[src/rtl/pong_game_ctrl.sv]
`default_nettype none
// ============================================================================
// Module      : pong_game_ctrl
// Description : Pong game sequencer: state, scores, serve delay, ball recentre.
// Revision    : 1.0 - initial release
// ============================================================================
module pong_game_ctrl #(
    parameter int WIN_SCORE    = 9,
    parameter int SERVE_FRAMES = 60,
    parameter int OVER_FRAMES  = 300,
    parameter int CNT_W        = 9
) (
    input  logic       clk,
    input  logic       reset,
    input  logic       start_btn,
    input  logic       frame_tick,
    input  logic       point_p1,
    input  logic       point_p2,
    output logic [1:0] state,
    output logic [3:0] score1,
    output logic [3:0] score2,
    output logic       ball_reset,
    output logic       serve_dir,
    output logic [1:0] winner
);

    typedef enum logic [1:0] {
        ST_PLAY  = 2'b00,
        ST_TITLE = 2'b01,
        ST_SERVE = 2'b10,
        ST_OVER  = 2'b11
    } state_t;

    localparam logic [CNT_W-1:0] c_serve_last = CNT_W'(SERVE_FRAMES - 1);
    localparam logic [CNT_W-1:0] c_over_last  = CNT_W'(OVER_FRAMES - 1);
    localparam logic [3:0]       c_win        = 4'(WIN_SCORE);

    state_t           state_q, state_d;
    logic [CNT_W-1:0] cnt_q, cnt_d;
    logic [3:0]       score1_q, score1_d, score2_q, score2_d;
    logic [1:0]       winner_q, winner_d;
    logic             ball_reset_q, ball_reset_d;
    logic             serve_dir_q, serve_dir_d;
    logic             start_meta_q, start_sync_q, start_prev_q;
    logic             p1_prev_q, p2_prev_q;

    logic             start_pulse, p1_edge, p2_edge;
    logic [3:0]       score1_inc, score2_inc;

    assign start_pulse = start_sync_q & ~start_prev_q;
    assign p1_edge     = point_p1 & ~p1_prev_q;
    assign p2_edge     = point_p2 & ~p2_prev_q;
    assign score1_inc  = score1_q + 4'd1;
    assign score2_inc  = score2_q + 4'd1;

    always_comb begin
        state_d      = state_q;
        cnt_d        = cnt_q;
        score1_d     = score1_q;
        score2_d     = score2_q;
        winner_d     = winner_q;
        serve_dir_d  = serve_dir_q;
        ball_reset_d = 1'b0;
        case (state_q)
            ST_TITLE: begin
                if (start_pulse) begin
                    state_d      = ST_SERVE;
                    cnt_d        = '0;
                    score1_d     = 4'd0;
                    score2_d     = 4'd0;
                    winner_d     = 2'b00;
                    ball_reset_d = 1'b1;
                end
            end
            ST_SERVE: begin
                if (frame_tick) begin
                    if (cnt_q == c_serve_last) begin
                        state_d = ST_PLAY;
                        cnt_d   = '0;
                    end else begin
                        cnt_d = cnt_q + CNT_W'(1);
                    end
                end
            end
            ST_PLAY: begin
                // P1 has priority when both walls are hit in the same cycle.
                if (p1_edge) begin
                    score1_d    = score1_inc;
                    serve_dir_d = 1'b0;
                    cnt_d       = '0;
                    if (score1_inc == c_win) begin
                        state_d  = ST_OVER;
                        winner_d = 2'b01;
                    end else begin
                        state_d      = ST_SERVE;
                        ball_reset_d = 1'b1;
                    end
                end else if (p2_edge) begin
                    score2_d    = score2_inc;
                    serve_dir_d = 1'b1;
                    cnt_d       = '0;
                    if (score2_inc == c_win) begin
                        state_d  = ST_OVER;
                        winner_d = 2'b10;
                    end else begin
                        state_d      = ST_SERVE;
                        ball_reset_d = 1'b1;
                    end
                end
            end
            ST_OVER: begin
                if (start_pulse) begin
                    state_d = ST_TITLE;
                    cnt_d   = '0;
                end else if (frame_tick) begin
                    if (cnt_q == c_over_last) begin
                        state_d = ST_TITLE;
                        cnt_d   = '0;
                    end else begin
                        cnt_d = cnt_q + CNT_W'(1);
                    end
                end
            end
            default: state_d = ST_TITLE;
        endcase
    end

    always_ff @(posedge clk) begin
        if (!reset) begin
            state_q      <= ST_TITLE;
            cnt_q        <= '0;
            score1_q     <= 4'd0;
            score2_q     <= 4'd0;
            winner_q     <= 2'b00;
            ball_reset_q <= 1'b0;
            serve_dir_q  <= 1'b0;
            start_meta_q <= 1'b0;
            start_sync_q <= 1'b0;
            start_prev_q <= 1'b0;
            p1_prev_q    <= 1'b0;
            p2_prev_q    <= 1'b0;
        end else begin
            state_q      <= state_d;
            cnt_q        <= cnt_d;
            score1_q     <= score1_d;
            score2_q     <= score2_d;
            winner_q     <= winner_d;
            ball_reset_q <= ball_reset_d;
            serve_dir_q  <= serve_dir_d;
            start_meta_q <= start_btn;
            start_sync_q <= start_meta_q;
            start_prev_q <= start_sync_q;
            p1_prev_q    <= point_p1;
            p2_prev_q    <= point_p2;
        end
    end

    assign state      = state_q;
    assign score1     = score1_q;
    assign score2     = score2_q;
    assign winner     = winner_q;
    assign ball_reset = ball_reset_q;
    assign serve_dir  = serve_dir_q;

endmodule
`default_nettype wire

[config.mk]
export PLATFORM = sky130hd
export DESIGN_NAME = pong_game_ctrl
export DESIGN_NICKNAME = d
export VERILOG_FILES = /design/src/rtl/pong_game_ctrl.sv
export SDC_FILE = /design/constraint.sdc
export NUM_CORES = 1
export LEC_CHECK = 0
export BUFFER_PORTS_ARGS = -buffer_cell sky130_fd_sc_hd__buf_4
export CORE_ASPECT_RATIO = 1.1
export CORE_MARGIN = 2
export CORE_UTILIZATION = 36
export DETAILED_ROUTE_END_ITERATION = 6
export PLACE_DENSITY = 0.58
export SETUP_SLACK_MARGIN = 0.5
export SLEW_MARGIN = 20
export SYNTH_ARGS = -nofsm -noshare
export SYNTH_HDL_FRONTEND = slang
export SYNTH_SLANG_ARGS = --single-unit
[constraint.sdc]
create_clock -name clk -period 1.6 [get_ports clk]
set_input_delay 0.32 -clock clk [delete_from_list [all_inputs] [get_ports clk]]
set_output_delay 0.32 -clock clk [all_outputs]
set_load 0.03 [all_outputs]
==> metrics list, run 1 <==
* Total nets after synthesis: 172
- Across the run, the number of max-cap violations was 0.
- Place WS: -0.00258 ns
- Net switching share of the total power: 0.257
- Subtracting the final worst setup slack from the clock period gives 1.56 ns.
- Wire length reported by the detailed router: 3610 um
- For this run, the share of the core covered by cells in the final layout is 0.589.
- Final period util: 0.975
- Relative to the synthesized area, the layout overhead comes to 58.2%.
* Synth Flop Type: sky130_fd_sc_hd__dfxtp_1
- Number of slew-limit violations in the final report: 0
- Cell repeated most along the worst path: sky130_fd_sc_hd__nand3_1
- The worst path meets setup with 0.0399 ns of slack.
* Die extent in y: 70.9 um
- The endpoint identified for the worst register-to-register timing path is state[0].
* Critical path's largest stage delay: 0.44 ns
* Multi-input gate area in the final layout: 1100 um^2
* IO buf count: 19
* Die X: 64.8 um
- Synth async-reset ratio: 0
- The finished cells cover 2320 um^2.
* Number of instances on the worst hold path: 2
* Hold Path Origin: start_btn
- For this design the top-level I/O count stands at 20.
- Number of DRC violations after detailed-routing iteration 0: 53
- The first detailed-routing pass ran for 4 iterations.
* Post-DR vias/cell: 5.08
* Number of hold buffers added after CTS: 0
- Worst Hold Margin: 0.245 ns
- Final global-route overflow total: 0
* Unrepaired setup endpoints after global routing: true
- The count of nets left with antenna violations once routing finished came out at 0.
- Result of the run: finished clean
- Reg2reg setup slack: 0.04 ns
- Counting along the longest clock path gives a buffer depth of 2.
- Setup violations remaining at the end of the flow were counted as 0.
- The first global-routing pass estimated 5490 um of wire.
- CP Capture Type: flip-flop
- In the final routed layout, each cell accounts on average for 14.0 um.
- Critical Path RT: 1.82 ns
- In the layout the commonest cells are sky130_fd_sc_hd__buf_6 (28), sky130_fd_sc_hd__buf_4 (20), sky130_fd_sc_hd__dfxtp_1 (11), sky130_fd_sc_hd__dfxtp_4 (10).
- Cell type of the slowest stage on the worst timing path: sky130_fd_sc_hd__or4b_1
- Placed Instances: 239
- In this run the worst hold path is classified as in2reg.
* Ant. Diodes: 0
- Part of the total power dissipated in the clock network: 0.329
* Number of fill cells: 337
* Total DRC errors in the routed layout: 0
* Count of vias placed by the detailed router: 1316
* Share of post-route cells with drive strength above 1: 0.546
- Number of antenna violations at the first check in global routing: 0
* Switching pwr: 0.000384 W
- Power density relative to cell area: 645 nW/um^2
- Yosys printed 0 warnings.
* Final instance count without filler cells: 259
* Placement row count: 24
- The cell area that synthesis handed to floorplanning was 1470 um^2.
* Worst r2r src: score1[1]
- Placed cell areas: 1800 um^2
- Combinational cell fraction of total power: 0.184
* Worst clock skew: 0.00500 ns
- Clock root buffer: sky130_fd_sc_hd__clkbuf_8
* Top delay family on crit path: simple AND/OR/NAND/NOR gates
* Most common cell after layout, fill and taps aside: sky130_fd_sc_hd__buf_6
- Core Footprint: 3930 um^2
- Floorplan die area: 4600 um^2
* CTS tree: done
* Storage element area: 607 um^2
- Clock-pin slew was measured on the worst setup and hold paths at 0.10 ns.
- The worst setup path is of the reg2reg kind.
* Synthesized area divided by synthesized cell count: 9.10 um^2
* Crit path DAT: 1.78 ns
- Synthesis inferred 28 register bits.
- Worst Tran Pin Value: 0.311 ns
- Buffers inserted during clock tree synthesis total 3.
* Maximum fanout encountered on the critical timing path: 5
- At the later pin of the worst-skew pair, clock insertion delay measures 0.27 ns.
- Number of sinks handled by clock tree synthesis: 28
* Worst slew margin relative to its limit: 0.792
* Worst Hold End: start_meta_q
- The initial utilization of the core area, before any placement, comes to 0.372.
* Worst Setup Start Kind: flip-flop
* # nets final: 219
- The number of failing hold endpoints at the final stage was 0.
* Aggregate global-route resource usage: 0.148
- Counting both buffers and inverters, the worst setup path holds a total of 0.
- The worst-case IR drop observed on VDD is 0.000576 V.
* Largest net degree at the start of global routing: 25
- For this run, the register share of the synthesized area comes to 0.383.
* Worst-case reg-to-reg path depth: 6
- Number of enable-type register cells in the synthesized netlist: 0
- After synthesis, the netlist uses 44 different library cells.
- Share of total power in sequential cells: 0.487
- H-tree depth: 1
- Vias in the first global route: 1238
* Design internal power: 0.00111 W
- Detail Placement HPWL: 2350 um
- The critical path goes through ha_4 -> xnor2_1 -> nand3_1 -> o2bb2ai_4 -> or4b_1 -> nand3_1.
- For this design the static power due to leakage is 0.834 nW.
- Routability-driven placement finished with a final weighted congestion of 0.776.
* Gate Count Post-Synth: 161
* Highest attainable clock frequency: 641 MHz
worst reg2reg max path: cells and delay by family, from the launching register on:
kind	cells	cell delay, ns
xor+xnor	1	0.13
compound gates	1	0.16
fa+ha+maj	1	0.17
flops	1	0.39
simple gates	3	0.65
final cells by class:
cell class / instances / area share
repair buffers: 48 / 0.201
multi-input cells: 123 / 0.474
clock buffers: 4 / 0.0286
well taps: 52 / 0.0281
inverters: 4 / 0.00648
flip-flops and latches: 28 / 0.262
what timing repair did:
| item | CTS | global route |
|---|---|---|
| setup buffers | 6 | 10 |
| setup endpoints to repair | 35 | 36 |
| resized for setup | 33 | 51 |
| pin swaps | 8 | 13 |
flip-flops by register name (all words and copies together) (netlist names), 2 cells and up:
| register | cells |
|---|---|
| winner | 2 |
| cnt_q | 9 |
| score2 | 4 |
| score1 | 4 |
| state | 2 |
cells by family (layout without fill, tap and decap cells):
group / Yosys count / after routing / share of synthesized area
DFF: 28 / 28 / 0.383
xor gates and xnor gates: 7 / 7 / 0.0470
adders and majority gates: 5 / 5 / 0.0427
muxes: 1 / 1 / 0.00683
buffers and inverters: 10 / 56 / 0.0401
AOI/OAI and AO/OA: 32 / 32 / 0.155
and+or+nand+nor: 78 / 78 / 0.325
synthesized netlist by cell type (3+ instances only):
cell type | count | area share
sky130_fd_sc_hd__a21oi_1 | 10 | 0.034
sky130_fd_sc_hd__a22oi_1 | 3 | 0.015
sky130_fd_sc_hd__and2_1 | 6 | 0.026
sky130_fd_sc_hd__dfxtp_1 | 28 | 0.38
sky130_fd_sc_hd__ha_1 | 5 | 0.043
sky130_fd_sc_hd__inv_1 | 4 | 0.010
sky130_fd_sc_hd__nand2_1 | 7 | 0.018
sky130_fd_sc_hd__nand2b_1 | 6 | 0.026
sky130_fd_sc_hd__nand3_1 | 12 | 0.041
sky130_fd_sc_hd__nand3_2 | 3 | 0.020
sky130_fd_sc_hd__nand4_1 | 3 | 0.013
sky130_fd_sc_hd__nor2_1 | 12 | 0.031
sky130_fd_sc_hd__nor2b_1 | 9 | 0.038
sky130_fd_sc_hd__o21ai_0 | 8 | 0.027
sky130_fd_sc_hd__or3_1 | 4 | 0.017
sky130_fd_sc_hd__xor2_1 | 4 | 0.024
power by group through the flow:
stage	registers [W]	clock network (W)	logic [W]
floorplan	0.000758	0	0.000128
global placement	0.000750	0	0.000196
detailed placement	0.000751	0	0.000202
CTS	0.000734	0.000509	0.000221
global route	0.000731	0.000532	0.000298
finish	0.000728	0.000492	0.000275
worst max path at each step:
stage,from,end,depth (start not counted)
after floorplan,score2[0],state[0],6
after global placement,cnt_q[0],cnt_q[3],7
after detailed placement,cnt_q[0],cnt_q[1],7
after CTS,score2[1],state[0],6
after global routing,cnt_q[0],cnt_q[0],7
final,score1[1],state[0],6
stage by stage:
step | TNS (ns) | power, W
3_5_place_dp | -0.00401 | 0.000953
2_1_floorplan | 0 | 0.000886
6_report | 0 | 0.00149
5_1_grt | -0.0747 | 0.00156
4_1_cts | 0 | 0.00146
3_3_place_gp | 0 | 0.000946
per-layer routing:
layer,track usage,share of wire,vias to the layer above
met5,0,0,-
met4,0.0473,0.015,0
met3,0.0238,0.021,6
met2,0.267,0.55,19
met1,0.178,0.41,631
li1,-,-,660
Note: power is estimated with default switching activity, not from simulation.
==> run 2, diff against run 1 <==
--- a/config.mk
+++ b/config.mk
@@ -7,7 +7,6 @@
 export LEC_CHECK = 0
 export BUFFER_PORTS_ARGS = -buffer_cell sky130_fd_sc_hd__buf_4
 export CORE_ASPECT_RATIO = 1.1
-export CORE_MARGIN = 2
 export CORE_UTILIZATION = 36
 export DETAILED_ROUTE_END_ITERATION = 6
 export PLACE_DENSITY = 0.58
==> run 2 against run 1 <==
The flow now finishes with violations (negative setup slack). Non-clock buffer count is 2 higher. Sequential power about the same. Sequential cell count did not move. Hold slack better by 0.011 ns. Largest cell class unchanged.
==> metrics list, run 2 (synthesized netlist as in run 1, its figures left out) <==
- The worst setup path is launched from a flip-flop.
- Leading cell types in the layout, fill and taps excluded: sky130_fd_sc_hd__buf_6 (26), sky130_fd_sc_hd__buf_4 (24), sky130_fd_sc_hd__dfxtp_1 (11), sky130_fd_sc_hd__dfxtp_4 (10)
- Wire length reported by the detailed router: 3640 um (+0.66%)
- Worst Tran Pin Value: 0.256 ns (-0.0553 ns)
- Static power due to leakage: 0.844 nW (+1.2%)
* # nets final: 221 (+0.91%)
- Maximum capacitance violations: 0 (unchanged)
- The number of antenna violations at the first check in global routing is 0 (unchanged).
- Tracing the worst setup path back leads to its startpoint at cnt_q[0].
- The share of the clock period used by the worst path came to 1.01 (+0.0327).
- The slack of the critical path came to -0.0124 ns (-0.0523 ns).
- In this run the worst hold path is classified as in2reg.
- The total clock buffers created by CTS came to 3 (unchanged).
* Max FFs per register: 9 (unchanged)
- Highest attainable clock frequency: 620 MHz (-3.2%)
* Ant. Diodes: 0 (unchanged)
* Worst slew margin relative to its limit: 0.829 (+0.0370)
- Result of the run: finished, violations left
- The number of buffer cells added on primary ports was 19 (unchanged).
- Router iterations before antenna repair: 3 (-1)
- CTS tree: done
* Unrepaired setup endpoints after global routing: true
- Critical Path RT: 1.76 ns (-0.06 ns)
- Total DRC errors in the routed layout: 0 (unchanged)
- STA classifies the critical path endpoint as a flip-flop.
- Largest net degree at the start of global routing: 25 (unchanged)
- The H-tree depth is 1 (unchanged).
* WL/cell: 14.0 um (+0.66%)
- Top reg by flops: cnt_q
- The final setup violation count was 7 (+7).
* Post-layout util: 0.609 (+0.0193)
- Min Tclk post-route: 1.61 ns (+0.0523 ns)
* Hold Vio Cnt, Final: 0 (unchanged)
- The number of clock sinks is 28 (unchanged).
* Worst clock skew: 0.00287 ns (-0.00213 ns)
- Final Power: 0.00141 W (-5.6%)
- Count of vias placed by the detailed router: 1324 (+0.61%)
- The internal reg-to-reg setup slack is -0.01 ns (-0.05 ns).
* Vias in the first global route: 1252 (+1.1%)
- Die X: 62.8 um (-3.1%)
* WS Path Type: reg2reg
- The share of post-route cells with drive strength above 1 is 0.584 (+0.0378).
- Global placer's final weighted congestion: 0.762 (-1.9%)
- The global-route wire length before repair came to 5620 um (+2.3%).
- Most common cell after layout, fill and taps aside: sky130_fd_sc_hd__buf_6
- The total congestion overflow came to 0 (unchanged).
- The power density over cell area came to 615 nW/um^2 (-4.6%).
* Aggregate global-route resource usage: 0.167 (+0.0191)
- Die extent in y: 68.9 um (-2.8%)
- Clock edge transition at the registers on the reported setup and hold paths: 0.10 ns (about the same)
- Floorplan die area: 4330 um^2 (-5.8%)
- Core Footprint: 3770 um^2 (-4.2%)
* Post-DR vias/cell: 5.11 (+0.61%)
- Detail Placement HPWL: 2370 um (+0.88%)
- Clock root buffer: sky130_fd_sc_hd__clkbuf_8
* Crit path DAT: 1.78 ns (about the same)
- The number of DRC violations after detailed-routing iteration 0 is 53 (unchanged).
- Ports placed on the boundary: 20 (unchanged)
- Worst vdd ir: 0.000326 V (-43%)
- The maximum fanout along the worst path was 5 (unchanged).
* Hold Path Origin: start_btn
* Number of slew-limit violations in the final report: 0 (unchanged)
- The residual antenna-violating net count after detailed routing was 0 (unchanged).
- The number of buffers between clock root and the deepest sink came to 2 (unchanged).
* Placement row count: 23 (-4.2%)
* Worst r2r src: cnt_q[0]
* Latest clock arrival within the worst-skew pair: 0.27 ns (about the same)
- The final reports fail on negative setup slack.
- The effective utilization at floorplan was 0.389 (+0.0162).
- Synth-to-Final Area Change: 56.6%
run 2: area by class of cell:
cell class	count	area, um^2
flip-flops and latches	28	607
fillers	321	1480
clock buffers	4	45.0
inverters	4	15.0
repair buffers	50	473
well taps	50	62.6
multi-input cells	123	1090
run 2: path summary, 6_finish.rpt:
kind / endpoint / cells after the start
worst max-delay path: cnt_q[4] / 7
worst min-delay path: start_meta_q / 2
worst max register to register: cnt_q[4] / 7
worst min register to register: start_sync_q / 1
run 2: report_power, final:
group | switching, W | total [W] | leakage [nW] | internal (W)
Sequential | 0.0000224 | 0.000725 | 0.237 | 0.000703
Clock | 0.000217 | 0.000395 | 0.0228 | 0.000178
Combinational | 0.000147 | 0.000291 | 0.584 | 0.000143
run 2: through the flow:
stage	cells	hold slack [ns]	setup slack, ns	area (um^2)	setup TNS [ns]
after detailed placement	237	0.430	-0.0381	1800	-0.181
final	259	0.256	-0.0124	2290	-0.0279
after global routing	259	0.259	-0.0959	2290	-0.832
after floorplan	161	0.412	0.0237	1540	0
after CTS	250	0.255	0.0188	2020	0
after global placement	237	0.416	-0.0340	1800	-0.141
run 2: what timing repair did:
action | CTS | global route
setup buffers | 9 | 9
hold buffers | 0 | 0
setup endpoints to repair | 35 | 36
gates resized for setup | 30 | 56
pin swaps | 5 | 16
run 2: worst max-delay path: stages (launching register included):
cell and delay [ns]:
sky130_fd_sc_hd__dfxtp_2 0.37, sky130_fd_sc_hd__ha_4 0.14, sky130_fd_sc_hd__nand4b_1 0.13, sky130_fd_sc_hd__nor4b_2 0.32, sky130_fd_sc_hd__a21oi_2 0.13, sky130_fd_sc_hd__o21ai_4 0.23
sky130_fd_sc_hd__buf_4 0.16, sky130_fd_sc_hd__a21oi_2 0.02
run 2: routing by layer:
metal | global-route usage | vias to the layer above | share of wire
li1 | - | 661 | -
met3 | 0.0263 | 6 | 0.017
met2 | 0.333 | 15 | 0.55
met4 | 0.0610 | 0 | 0.013
met5 | 0 | - | 0
met1 | 0.181 | 642 | 0.42
==> run 3, diff against run 2 <==
--- a/config.mk
+++ b/config.mk
@@ -5,6 +5,7 @@
 export SDC_FILE = /design/constraint.sdc
 export NUM_CORES = 1
 export LEC_CHECK = 0
+export ABC_AREA = 1
 export BUFFER_PORTS_ARGS = -buffer_cell sky130_fd_sc_hd__buf_4
 export CORE_ASPECT_RATIO = 1.1
 export CORE_UTILIZATION = 36
==> run 3 against run 2 <==
The run now ends clean. Utilization decreased by 3.6 points. Combinational power increased to 5.5 times the previous value. Global-route usage about the same. Sequential cell count unchanged. Sequential power increased by 30%. Design area decreased by 1.7%. Wire length decreased by 2.1%. Clock power increased by 2%. Non-clock buffer count decreased by 8. Power increased by 110%. Setup slack improved by 0.29 ns. Synthesized cell count increased by 34%. Critical path type unchanged. Largest power group is now combinational logic.
==> metrics list, run 3 <==
- Result of the run: finished clean
- The worst setup path is of the reg2reg kind.
- The area inside the core boundary was 3930 um^2 (+4.3%).
* Post-synthesis register bit count: 28 (unchanged)
- Clock root buffer: sky130_fd_sc_hd__clkbuf_8
- The total length of routed wires came to 3560 um (-2.1%).
- In the layout the commonest cells are sky130_fd_sc_hd__nand2_1 (48), sky130_fd_sc_hd__inv_1 (26), sky130_fd_sc_hd__buf_4 (25), sky130_fd_sc_hd__buf_6 (15), sky130_fd_sc_hd__nand2_2 (14).
- The number of filler instances in the final layout came to 366 (+14%).
* Final period util: 0.829 (-0.178)
- Vias in the first global route: 1327 (+6.0%)
- Sequential-to-total area share from yosys stat: 0.381 (-0.00130)
* Crit path DAT: 1.51 ns (-0.27 ns)
- The total die area was 4340 um^2 (+0.33%).
* Static power due to leakage: 0.968 nW (+15%)
- The number of failing hold endpoints at the final stage came to 0 (unchanged).
* Synthesized area divided by synthesized cell count: 6.84 um^2 (-25%)
* Ant. Diodes: 0 (unchanged)
- Among all stages on the critical path, the largest delay is contributed by sky130_fd_sc_hd__dfxtp_4.
- Post-DR vias/cell: 4.83 (-5.6%)
- Post-DRT Antenna Nets: 0 (unchanged)
- The number of synthesis warnings came to 0 (unchanged).
- Global placer's final weighted congestion: 0.757 (-0.56%)
- Router iterations before antenna repair: 4 (+1)
- The final setup violation count came to 0 (-7).
- Die X: 62.9 um (+0.17%)
- Ports placed on the boundary: 20 (unchanged)
- The share of post-route cells with drive strength above 1 came to 0.483 (-0.101).
- The number of buffer cells added on primary ports was 19 (unchanged).
- Effective utilization at floorplan: 0.374 (-0.0149)
- The final core area utilization came to 0.573 (-0.0355).
- Power density relative to cell area: 1300 nW/um^2 (+110%)
- Placed cell areas: 1770 um^2 (-1.7%)
- The largest incremental delay on the critical path came to 0.38 ns (about the same).
- By instance count, the leading cell after synthesis is sky130_fd_sc_hd__nand2_1.
* Number of slew-limit violations in the final report: 0 (unchanged)
- Number of antenna violations at the first check in global routing: 0 (unchanged)
- Clock edge transition at the registers on the reported setup and hold paths: 0.10 ns (about the same)
- The power consumption is 0.00293 W (+110%).
- The total clock buffers created by CTS is 3 (unchanged).
* Cell variety after synth: 24 (-45%)
* Maximum fanout encountered on the critical timing path: 3 (-2)
- Detail Placement HPWL: 2190 um (-7.4%)
- Most common cell after layout, fill and taps aside: sky130_fd_sc_hd__nand2_1
- Top delay family on crit path: simple AND/OR/NAND/NOR gates
- For this run, the leading register cell type out of synthesis is sky130_fd_sc_hd__dfxtp_1.
- Wire length of the first global-routing pass: 5770 um (+2.7%)
* Worst vdd ir: 0.00103 V (+210%)
* Synth Cell Area: 1470 um^2 (+0.34%)
- The detail-routed net length per standard cell was 11.4 um (-19%).
* Area share of the leading cell type in the synthesized netlist: 0.381 (-0.00130)
- Unrepaired setup endpoints after global routing: true
* Placement row count: 24 (+4.3%)
- Total DRC errors in the routed layout: 0 (unchanged)
- The max-slew headroom at the worst pin was 0.788 (-0.0412).
- Critical Path RT: 1.78 ns (+0.02 ns)
- The async set-reset flop share out of synthesis came to 0 (unchanged).
- Worst Setup Start Kind: flip-flop
- Latest clock arrival within the worst-skew pair: 0.28 ns (about the same)
* Main area contributors after synthesis: sky130_fd_sc_hd__dfxtp_1 (38%), sky130_fd_sc_hd__nand2_1 (16%), sky130_fd_sc_hd__inv_1 (8.2%)
- TritonCTS built the clock tree.
- Gate Count Post-Synth: 215 (+34%)
- Worst Tran Pin Value: 0.318 ns (+0.0621 ns)
- Total nets after synthesis: 226 (+31%)
- cnt_q holds more flip-flops than any other register.
* Setup TNS: 0 ns (+0.0279 ns)
- The number of clock sinks was 28 (unchanged).
* Maximum capacitance violations: 0 (unchanged)
- The overall global routing resource usage was 0.168 (+0.000442).
- The number of flops mapped to enable cells by yosys came to 0 (unchanged).
- The commonest cells after synthesis are sky130_fd_sc_hd__nand2_1 (63), sky130_fd_sc_hd__inv_1 (32), sky130_fd_sc_hd__dfxtp_1 (28).
- The number of buffer and inverter stages on the critical path came to 0 (-1).
* H-tree depth: 1 (unchanged)
- The signal on the critical path passes through ha_4 -> nand2_4 -> nor2_4 -> nand2_2 -> nor2_4 -> nand2_2 -> nor2_1 -> nand2_1 -> nand2_1 -> nor2_1.
- The shortest period the worst path allows was 1.33 ns (-0.285 ns).
- The overall via count from detail_route came to 1511 (+14%).
- Number of DRC violations after detailed-routing iteration 0: 33 (-38%)
- Relative to the synthesized area, the layout overhead comes to 53.4%.
- The chip height is 69.0 um (+0.17%).
* Clock Path Buffers: 2 (unchanged)
- The number of flip-flops in the largest register is 9 (unchanged).
* Largest net degree at the start of global routing: 16 (-36%)
* Worst hold path class: in2reg
- Final global-route overflow total: 0 (unchanged)
* Worst clock skew: 0.00371 ns (+0.000845 ns)
- The total non-filler cell area in the finished layout is 2250 um^2 (-1.7%).
- The number of nets in the layout was 273 (+24%).
- CP Capture Type: flip-flop
- Summed over all instances, the cell type with the most area after synthesis is sky130_fd_sc_hd__dfxtp_1.
- The highest achievable clock rate came to 753 MHz (+21%).
[run 3: worst register-to-register path, cell delays in order, from the launching register on]
cell and delay, ns:
sky130_fd_sc_hd__dfxtp_4 0.38, sky130_fd_sc_hd__ha_4 0.15, sky130_fd_sc_hd__nand2_4 0.06, sky130_fd_sc_hd__nor2_4 0.12, sky130_fd_sc_hd__nand2_2 0.09, sky130_fd_sc_hd__nor2_4 0.13, sky130_fd_sc_hd__nand2_2 0.07, sky130_fd_sc_hd__nor2_1 0.10
sky130_fd_sc_hd__nand2_1 0.05, sky130_fd_sc_hd__nand2_1 0.05, sky130_fd_sc_hd__nor2_1 0.03
[run 3: per-layer routing]
metal  vias up  part of all wire  GRT usage
met5         -                 0          0
met3         9             0.035     0.0364
li1        772                 -          -
met4         0             0.019     0.0724
met2        24              0.50      0.286
met1       706              0.45      0.199
[run 3: worst paths after layout]
| check | from | to | slack [ns] | depth (start not counted) |
|---|---|---|---|---|
| worst max register to register | cnt_q[0] | cnt_q[8] | 0.27 | 10 |
| worst max-delay path | cnt_q[0] | cnt_q[8] | 0.27 | 10 |
| worst min-delay path | start_btn | start_meta_q | 0.22 | 3 |
| worst min register to register | start_meta_q | start_sync_q | 0.42 | 2 |
[run 3: power by group]
| group | switching [W] | internal, W | total (W) |
|---|---|---|---|
| clock network | 0.000224 | 0.000179 | 0.000403 |
| logic | 0.000869 | 0.000719 | 0.00159 |
| registers | 0.000115 | 0.000826 | 0.000941 |
[run 3: timing repair]
action,4_1_cts,5_1_grt
setup buffers,15,8
gates cloned,2,0
resized for setup,33,30
hold buffers,0,0
setup endpoints to repair,34,36
pin swaps,10,16
[run 3: through the flow]
step | std cells | hold WS (ns) | setup slack [ns]
2_1_floorplan | 215 | 0.390 | 0.335
3_3_place_gp | 284 | 0.394 | 0.166
3_5_place_dp | 284 | 0.397 | 0.145
4_1_cts | 305 | 0.214 | 0.319
5_1_grt | 313 | 0.215 | 0.186
6_report | 313 | 0.216 | 0.273
[run 3: kinds of logic (layout without fill, tap and decap cells)]
group	Yosys count	after routing	synth area share
AND/OR/NAND/NOR	116	118	0.357
flip-flops	28	28	0.381
adder cells (fa/ha/maj)	5	5	0.0426
buffers and inverters	38	82	0.102
AO/OA/AOI/OAI	28	28	0.117
[run 3: final cells by class]
type,count,area (um^2),share of cell area
Clock buffer,4,45.0,0.0200
Inverter,36,145,0.0644
Multi-Input combinational cell,151,1000,0.445
Sequential cell,28,599,0.266
Tap cell,52,65.1,0.0289
Timing Repair Buffer,42,397,0.176
